File: src/rtl/iiitb_pattern_tx.sv
// Pattern transmitter: sends pattern[len-1:0] MSB-first, rpt+1 times,
// with 'gap' idle cycles between frames. All outputs are registered.
// Next-state and next-output values are built combinationally (_s) and
// captured in a single register stage (_r).
module iiitb_pattern_tx #(
  parameter int WIDTH = 16,
  parameter int GAP_W = 4
) (
  input  logic                   clk,
  input  logic                   reset,
  input  logic                   start,
  input  logic                   abort,
  input  logic [WIDTH-1:0]       pattern,
  input  logic [$clog2(WIDTH):0] len,
  input  logic [7:0]             rpt,
  input  logic [GAP_W-1:0]       gap,
  output logic                   dout,
  output logic                   valid,
  output logic                   busy,
  output logic                   done,
  output logic                   err,
  output logic [7:0]             frame_cnt
);

  localparam int IW = $clog2(WIDTH);
  localparam int LW = IW + 1;

  localparam logic [1:0] IDLE  = 2'd0;
  localparam logic [1:0] SHIFT = 2'd1;
  localparam logic [1:0] GAP   = 2'd2;
  localparam logic [1:0] DONE  = 2'd3;

  logic [1:0]       state_r,     state_s;
  logic [WIDTH-1:0] pattern_r,   pattern_s;
  logic [IW-1:0]    len_m1_r,    len_m1_s;
  logic [7:0]       rpt_left_r,  rpt_left_s;
  logic [GAP_W-1:0] gap_r,       gap_s;
  logic [IW-1:0]    bit_idx_r,   bit_idx_s;
  logic [GAP_W-1:0] gap_cnt_r,   gap_cnt_s;
  logic             dout_r,      dout_s;
  logic             valid_r,     valid_s;
  logic             busy_r,      busy_s;
  logic             done_r,      done_s;
  logic             err_r,       err_s;
  logic [7:0]       frame_cnt_r, frame_cnt_s;

  logic             len_ok_s;
  logic [IW-1:0]    len_m1_in_s;

  assign len_ok_s    = (len != LW'(0)) && (len <= LW'(WIDTH));
  // Only meaningful when len_ok_s holds, so len-1 always fits in IW bits.
  assign len_m1_in_s = IW'(len - LW'(1));

  // Next-state and next-output computation for the transmitter FSM.
  always_comb begin
    state_s     = state_r;
    pattern_s   = pattern_r;
    len_m1_s    = len_m1_r;
    rpt_left_s  = rpt_left_r;
    gap_s       = gap_r;
    bit_idx_s   = bit_idx_r;
    gap_cnt_s   = gap_cnt_r;
    dout_s      = dout_r;
    valid_s     = valid_r;
    busy_s      = busy_r;
    done_s      = 1'b0;
    err_s       = 1'b0;
    frame_cnt_s = frame_cnt_r;

    case (state_r)
      IDLE: begin
        dout_s  = 1'b0;
        valid_s = 1'b0;
        busy_s  = 1'b0;
        if (start && !abort) begin
          if (len_ok_s) begin
            pattern_s   = pattern;
            len_m1_s    = len_m1_in_s;
            rpt_left_s  = rpt;
            gap_s       = gap;
            frame_cnt_s = 8'd0;
            bit_idx_s   = len_m1_in_s;
            dout_s      = pattern[len_m1_in_s];
            valid_s     = 1'b1;
            busy_s      = 1'b1;
            state_s     = SHIFT;
          end else begin
            err_s = 1'b1;
          end
        end else begin
          state_s = IDLE;
        end
      end

      SHIFT: begin
        if (abort) begin
          state_s = IDLE;
          dout_s  = 1'b0;
          valid_s = 1'b0;
          busy_s  = 1'b0;
        end else if (bit_idx_r != IW'(0)) begin
          bit_idx_s = bit_idx_r - IW'(1);
          dout_s    = pattern_r[bit_idx_r - IW'(1)];
        end else begin
          // Last bit of the frame is on the line now.
          frame_cnt_s = (frame_cnt_r != 8'hFF) ? frame_cnt_r + 8'd1 : frame_cnt_r;
          if (rpt_left_r == 8'd0) begin
            state_s = DONE;
            done_s  = 1'b1;
            dout_s  = 1'b0;
            valid_s = 1'b0;
            busy_s  = 1'b0;
          end else begin
            rpt_left_s = rpt_left_r - 8'd1;
            if (gap_r == GAP_W'(0)) begin
              bit_idx_s = len_m1_r;
              dout_s    = pattern_r[len_m1_r];
            end else begin
              state_s   = GAP;
              gap_cnt_s = gap_r;
              dout_s    = 1'b0;
              valid_s   = 1'b0;
            end
          end
        end
      end

      GAP: begin
        if (abort) begin
          state_s = IDLE;
          dout_s  = 1'b0;
          valid_s = 1'b0;
          busy_s  = 1'b0;
        end else if (gap_cnt_r <= GAP_W'(1)) begin
          state_s   = SHIFT;
          bit_idx_s = len_m1_r;
          dout_s    = pattern_r[len_m1_r];
          valid_s   = 1'b1;
        end else begin
          gap_cnt_s = gap_cnt_r - GAP_W'(1);
        end
      end

      DONE: begin
        state_s = IDLE;
        dout_s  = 1'b0;
        valid_s = 1'b0;
        busy_s  = 1'b0;
      end

      default: begin
        state_s = IDLE;
        dout_s  = 1'b0;
        valid_s = 1'b0;
        busy_s  = 1'b0;
      end
    endcase
  end

  // State and output registers with synchronous reset.
  always_ff @(posedge clk) begin
    if (reset) begin
      state_r     <= IDLE;
      pattern_r   <= '0;
      len_m1_r    <= '0;
      rpt_left_r  <= 8'd0;
      gap_r       <= '0;
      bit_idx_r   <= '0;
      gap_cnt_r   <= '0;
      dout_r      <= 1'b0;
      valid_r     <= 1'b0;
      busy_r      <= 1'b0;
      done_r      <= 1'b0;
      err_r       <= 1'b0;
      frame_cnt_r <= 8'd0;
    end else begin
      state_r     <= state_s;
      pattern_r   <= pattern_s;
      len_m1_r    <= len_m1_s;
      rpt_left_r  <= rpt_left_s;
      gap_r       <= gap_s;
      bit_idx_r   <= bit_idx_s;
      gap_cnt_r   <= gap_cnt_s;
      dout_r      <= dout_s;
      valid_r     <= valid_s;
      busy_r      <= busy_s;
      done_r      <= done_s;
      err_r       <= err_s;
      frame_cnt_r <= frame_cnt_s;
    end
  end

  assign dout      = dout_r;
  assign valid     = valid_r;
  assign busy      = busy_r;
  assign done      = done_r;
  assign err       = err_r;
  assign frame_cnt = frame_cnt_r;

endmodule
File: config.mk
export PLATFORM = sky130hd
export DESIGN_NAME = iiitb_pattern_tx
export DESIGN_NICKNAME = d
export VERILOG_FILES = /design/src/rtl/iiitb_pattern_tx.sv
export SDC_FILE = /design/constraint.sdc
export NUM_CORES = 1
export LEC_CHECK = 0
export ABC_AREA = 1
export CORE_ASPECT_RATIO = 0.5
export CORE_MARGIN = 2
export CORE_UTILIZATION = 60
export CTS_CLUSTER_SIZE = 28
export DETAILED_ROUTE_END_ITERATION = 16
export DONT_BUFFER_PORTS = 1
export GPL_ROUTABILITY_DRIVEN = 0
export HOLD_SLACK_MARGIN = 0.08
export PLACE_DENSITY = 0.79
export SLEW_MARGIN = 10
export SYNTH_ARGS = -nofsm -noshare
export SYNTH_HDL_FRONTEND = slang
export SYNTH_SLANG_ARGS = --single-unit
File: constraint.sdc
create_clock -name clk -period 2.1 [get_ports clk]
set_input_delay 0.21 -clock clk [delete_from_list [all_inputs] [get_ports clk]]
set_output_delay 0.21 -clock clk [all_outputs]
set_load 0.005 [all_outputs]
==> out/qor.csv, run 1 <==
metric,value,unit
end_kind,register,
vias,3411,
rr_startpoint,state_r[0]$_SDFFE_PP0P_,
synth-async-reset-ratio,0,%
wire_per_inst,13.71,um
rsz0062_at_grt,no,
start_util,62.48,%
final_nets,586,
worst-setup-path-type,register to register,
tightest_slew,552.3,ps
vias_per_cell,5.583,
synth.top_cell.area_share,31.95,%
powerDensity,893.5,mW/mm^2
drc,0,
leakagePower,1.599,nW
slowest_stage,dfxtp_1,
htreeDepth,2,
critPathMaxStageDelay,390,ps
wl_met2,3603,um
cts_buffers,5,
cp_max_fo,9,
wl_met1,4029,um
crit_arrival,2160,ps
status,completed,
clkLatencyLatePin,290,ps
antenna_found_initial,0,
synth_cells,536,
synth_fp_nets,585,
total_power,3.337,mW
clkTransAtPathRegs,70,ps
setup_violations,0,
n_antenna_cell,0,
netlist_area,0.003446,mm^2
fin_tns_setup,0,ps
min_from,pattern[1],
die_h,57.59,um
crit_path_start_kind,register,
synth-seq-cells,55,
cts_buffer_depth,2,
rr_worst_depth,8,
synth.most_common_cell,nand2_1,
reg2reg_to,frame_cnt[0]$_SDFFE_PP0P_,
fin_crit_sh,91.63,%
path_delay_family,simple AND/OR/NAND/NOR gates,
hold_path.class,input pin to register,
io_buffers,0,
synthTopCellsByCount,"nand2_1 (112), inv_1 (63), nand3_1 (56), dfxtp_1 (55), o21ai_0 (54)",
cp.required,2330,ps
dp_hpwl,6240,um
drv_slew,0,
synth_area_leaders,"dfxtp_1 (32%), nand2_1 (12%), nand3_1 (8.1%), o21ai_0 (7.8%), inv_1 (6.9%)",
hold_violations,0,
cp_num_buf_inv,2,
drt_iter0_drc,283,
first_global_vias,3100,
holdPathStages,2,
ios,50,
clock_skew,3.706,ps
fmax,519.7,MHz
whs,107.4,ps
firstDrtPassIters,4,
grt_usage,27.27,%
synth_edf_count,0,
area_delta_synth_final,8.388,%
cts_root_buffer,clkbuf_16,
row_count,19,
cap_viol_max_count,0,
ys.flop_type,dfxtp_1,
coreArea,0.005515,mm^2
seq_area_frac_synth,31.95,%
dieArea,0.006402,mm^2
yosysTopAreaCell,dfxtp_1,
relSlewSlack,63.13,%
regToRegSetupSlack,180,ps
worstPathCellList,inv_1 -> ha_1 -> inv_2 -> o21ai_2 -> nor3_4 -> nand2_4 -> or2_0 -> a21oi_2,
grt_pass1_wl,14170,um
wl_met3,665,um
irDropWorstVdd,0.4947,mV
highest_layer,met4,
clock-sinks,55,
synth_cell_type_count,36,
die_x,111.2,um
fin_crit,1924,ps
ys_warn_count,0,
drive_gt1_share,8.178,%
finalWirelength,8376,um
drtAntennaViolNets,0,
grt_max_degree,43,
hold_end,pattern_r[1]$_SDFFE_PP0P_,
syn_avg_cell_area,6.429,um^2
overflow,0,
cts_tree,built,
[report_power, final]
group	internal (mW)	switching, mW	total (mW)	leakage, nW
registers	1.15	0.0835	1.24	0.449
clock network	0.508	0.377	0.885	0.0761
logic	0.426	0.789	1.22	1.07
total	2.09	1.25	3.34	1.60
[metrics by stage]
stage / utilization (%) / setup slack (ps) / std cells / cell area, um^2
3_5_place_dp: 64.09 / 130.0 / 601 / 3535
4_1_cts: 67.35 / 80.79 / 611 / 3715
3_3_place_gp: 64.09 / 219.9 / 601 / 3535
2_1_floorplan: - / 229.1 / 536 / 3446
6_report: 67.72 / 175.7 / 611 / 3735
5_1_grt: 67.72 / 17.53 / 611 / 3735
[kinds of logic after synthesis]
kind of cell,after synthesis,synth area share (%)
buffers and inverters,91,10.35
XOR/XNOR,10,2.542
AND/OR/NAND/NOR,253,33.04
AO/OA/AOI/OAI,114,17.47
adder cells (fa/ha/maj),12,4.357
multiplexers,1,0.2905
flip-flops,55,31.95
[state kept, by name (all words and copies together) (netlist names)]
register / flops
valid: 1
frame_cnt: 8
state_r: 2
busy: 1
rpt_left_r: 8
len_m1_r: 4
done: 1
pattern_r: 16
dout: 1
err: 1
bit_idx_r: 4
gap_cnt_r: 4
gap_r: 4
[layout by cell type, fill, tap and decap left out, types with 8 or more instances in the layout]
cell     instances
ha_1            11
o22ai_1          8
dfxtp_1         55
inv_2            8
nand3_1         56
nor3_1           8
buf_4           10
inv_1           63
nand4_1          9
o21ai_0         54
nor2_1          51
a21oi_1         45
nand2_1        112
[per-layer routing]
| layer | track usage, % | up-vias |
|---|---|---|
| li1 | - | 1756 |
| met1 | 38.01 | 1528 |
| met2 | 44.08 | 118 |
| met3 | 5.739 | 9 |
| met4 | 6.702 | 0 |
| met5 | 0 | - |
[worst max-delay path by stage]
| stage | slack (ps) | cells after the start | endpoint | startpoint |
|---|---|---|---|---|
| 3_5_place_dp | 130 | 11 | rpt_left_r[4]$_SDFFE_PP0P_ | state_r[1]$_SDFFE_PP0P_ |
| 5_1_grt | 20 | 7 | pattern_r[0]$_SDFFE_PP0P_ | state_r[0]$_SDFFE_PP0P_ |
| 3_3_place_gp | 220 | 8 | frame_cnt[0]$_SDFFE_PP0P_ | state_r[1]$_SDFFE_PP0P_ |
| 2_1_floorplan | 230 | 14 | bit_idx_r[2]$_SDFFE_PP0P_ | len[0] |
| 6_report | 180 | 8 | frame_cnt[0]$_SDFFE_PP0P_ | state_r[0]$_SDFFE_PP0P_ |
| 4_1_cts | 80 | 11 | rpt_left_r[4]$_SDFFE_PP0P_ | state_r[1]$_SDFFE_PP0P_ |
[area by class of cell]
cell class | count | area [um^2]
sequential | 55 | 1101
clock inverter | 1 | 7.507
inverter | 73 | 279.0
multi-input combinational | 390 | 2008
tap | 73 | 91.34
clock buffer | 7 | 152.6
fill | 515 | 1780
timing repair buffer | 12 | 95.09
[what timing repair did]
item,4_1_cts,5_1_grt
setup endpoints to repair,0,18
hold buffers,2,0
setup buffers,0,0
resized for setup,0,5
endpoints found under the hold margin,13,0
Power figures use the tool's default switching activity.
==> run 2, diff against run 1 <==
CORE_UTILIZATION = 55   (was 60)
PLACE_DENSITY = 0.73   (was 0.79)
==> out/qor.csv, run 2 (synthesized netlist as in run 1, its figures left out) <==
metric,value,unit,change
drv_slew,0,,unchanged
tightest_slew,548.3,ps,was 552.3 ps
status,completed,,unchanged
hold_violations,0,,unchanged
vias_per_cell,5.420,,was 5.583
leakagePower,1.592,nW,was 1.599 nW
fin_tns_setup,0,ps,unchanged
fin_crit,1927,ps,was 1924 ps
crit_cells,8,,unchanged
firstDrtPassIters,6,,was 4
start_util,56.90,%,was 62.48%
finalWirelength,8537,um,was 8376 um
setup_violations,0,,unchanged
n_antenna_cell,0,,unchanged
ios,50,,unchanged
fin_crit_sh,91.75,%,was 91.63%
wire_per_inst,13.64,um,was 13.71 um
endpoint,frame_cnt[0]$_SDFFE_PP0P_,,unchanged
crit_arrival,2170,ps,was 2160 ps
rr_startpoint,state_r[0]$_SDFFE_PP0P_,,unchanged
coreArea,0.006056,mm^2,was 0.005515 mm^2
min_from,pattern[3],,was pattern[1]
grt_max_degree,43,,unchanged
rr_worst_depth,8,,unchanged
row_count,20,,was 19
grt_use_met1,34.76,%,was 38.01%
drive_gt1_share,8.550,%,was 8.178%
die_x,115.9,um,was 111.2 um
grt_use_met3,8.722,%,was 5.739%
clock_skew,6.118,ps,was 3.706 ps
clkLatencyLatePin,300,ps,was 290 ps
drt_iter0_drc,283,,unchanged
final_nets,586,,unchanged
cp_num_buf_inv,2,,unchanged
area_delta_synth_final,8.751,%,was 8.388%
cp.required,2340,ps,was 2330 ps
final_common_cell,nand2_1,,unchanged
cts_tree,built,,unchanged
grt_pass1_wl,14190,um,was 14170 um
fmax,519.0,MHz,was 519.7 MHz
first_global_vias,3122,,was 3100
clock-sinks,55,,unchanged
cts_setup_buffers,0,,unchanged
slowest_stage,dfxtp_1,,unchanged
reg2reg_to,frame_cnt[0]$_SDFFE_PP0P_,,unchanged
sw_frac_of_total,38.70,%,was 37.45%
worstPathCellList,inv_1 -> ha_1 -> inv_2 -> o21ai_2 -> nor3_4 -> nand2_4 -> or2_0 -> a21oi_2,,unchanged
place_ws,122.5,ps,was 130.0 ps
antenna_found_initial,0,,unchanged
finalWorstSetupSlack,173.3,ps,was 175.7 ps
pwr-share-seq,37.4,%,was 37.1%
n_fill_cell,591,,was 515
overflow,0,,unchanged
relSlewSlack,63.39,%,was 63.13%
drc,0,,unchanged
htreeDepth,2,,unchanged
cts_buffers,5,,unchanged
cap_viol_max_count,0,,unchanged
clkTransAtPathRegs,70,ps,about the same
grt_usage,26.27,%,was 27.27%
end_kind,register,,unchanged
holdPathStages,2,,unchanged
cts_root_buffer,clkbuf_16,,unchanged
vias,3393,,was 3411
drtAntennaViolNets,0,,unchanged
largest-register,pattern_r,,unchanged
p_switching,1.278,mW,was 1.250 mW
final_cell_mix,"nand2_1 (112), inv_1 (63), dfxtp_1 (55), nand3_1 (54), o21ai_0 (54)",,"was nand2_1 (112), inv_1 (63), nand3_1 (56), dfxtp_1 (55), o21ai_0 (54)"
critPathMaxStageDelay,390,ps,about the same
startpoint,state_r[0]$_SDFFE_PP0P_,,unchanged
largest_register_ffs,16,,unchanged
regToRegSetupSlack,170,ps,was 180 ps
rsz0062_at_grt,yes,,was no
path_delay_family,simple AND/OR/NAND/NOR gates,,unchanged
io_buffers,0,,unchanged
dieArea,0.006953,mm^2,was 0.006402 mm^2
dp_hpwl,6340,um,was 6240 um
use_met2,41.02,%,was 44.08%
die_h,59.97,um,was 57.59 um
p_int,2.025,mW,was 2.087 mW
busiest_layer,met2,,unchanged
comb_power_share,37.5,%,was 36.4%
worst-setup-path-type,register to register,,unchanged
hold_path.class,input pin to register,,unchanged
pwr-share-clk,25.2,%,was 26.5%
cp_max_fo,9,,unchanged
cts_buffer_depth,2,,unchanged
crit_path_start_kind,register,,unchanged
irDropWorstVdd,0.3989,mV,was 0.4947 mV
powerDensity,881.5,mW/mm^2,was 893.5 mW/mm^2
-- run 2: area by class of cell --
type | count | area (um^2) | share of cell area [%]
inverters | 73 | 279.0 | 7.446
clock inverters | 2 | 12.51 | 0.3339
clock buffers | 6 | 128.9 | 3.439
repair buffers | 12 | 95.09 | 2.538
multi-input cells | 390 | 2021 | 53.92
well taps | 88 | 110.1 | 2.938
flip-flops and latches | 55 | 1101 | 29.38
-- run 2: metal layers --
layer / part of all wire [%] / vias to the layer above / wire length [um]
li1: - / 1756 / -
met5: 0 / - / 0
met2: 42 / 122 / 3579
met1: 47 / 1500 / 3976
met4: 1.8 / 0 / 154
met3: 9.7 / 15 / 826
-- run 2: repair_timing --
action                     in CTS  in global routing
hold buffers                    2                  0
hold endpoints to repair       13                  0
gates resized for setup         0                  8
setup endpoints to repair       0                 18
-- run 2: worst min-delay path by stage --
stage and to:
6_report pattern_r[3]$_SDFFE_PP0P_, 2_1_floorplan busy$_SDFFE_PP0P_, 3_3_place_gp rpt_left_r[7]$_SDFFE_PP0P_, 4_1_cts pattern_r[0]$_SDFFE_PP0P_, 5_1_grt pattern_r[0]$_SDFFE_PP0P_, 3_5_place_dp rpt_left_r[7]$_SDFFE_PP0P_
-- run 2: through the flow --
step	hold WS (ps)	cell area, um^2	cells	power (mW)	util (%)
final	107.7	3747	626	3.303	61.88
after global routing	107.9	3747	626	3.541	61.88
after CTS	102.9	3715	626	3.272	61.34
after detailed placement	283.3	3553	616	2.431	58.68
after global placement	282.8	3553	616	2.415	58.68
after floorplan	289.3	3446	536	2.165	-
-- run 2: power by group through the flow --
stage	Clock, mW	Sequential (mW)	Combinational [mW]
final	0.832	1.23	1.24
after global placement	0	1.25	1.16
after global routing	0.890	1.25	1.40
after detailed placement	0	1.26	1.18
after floorplan	0	1.23	0.930
after CTS	0.847	1.23	1.19
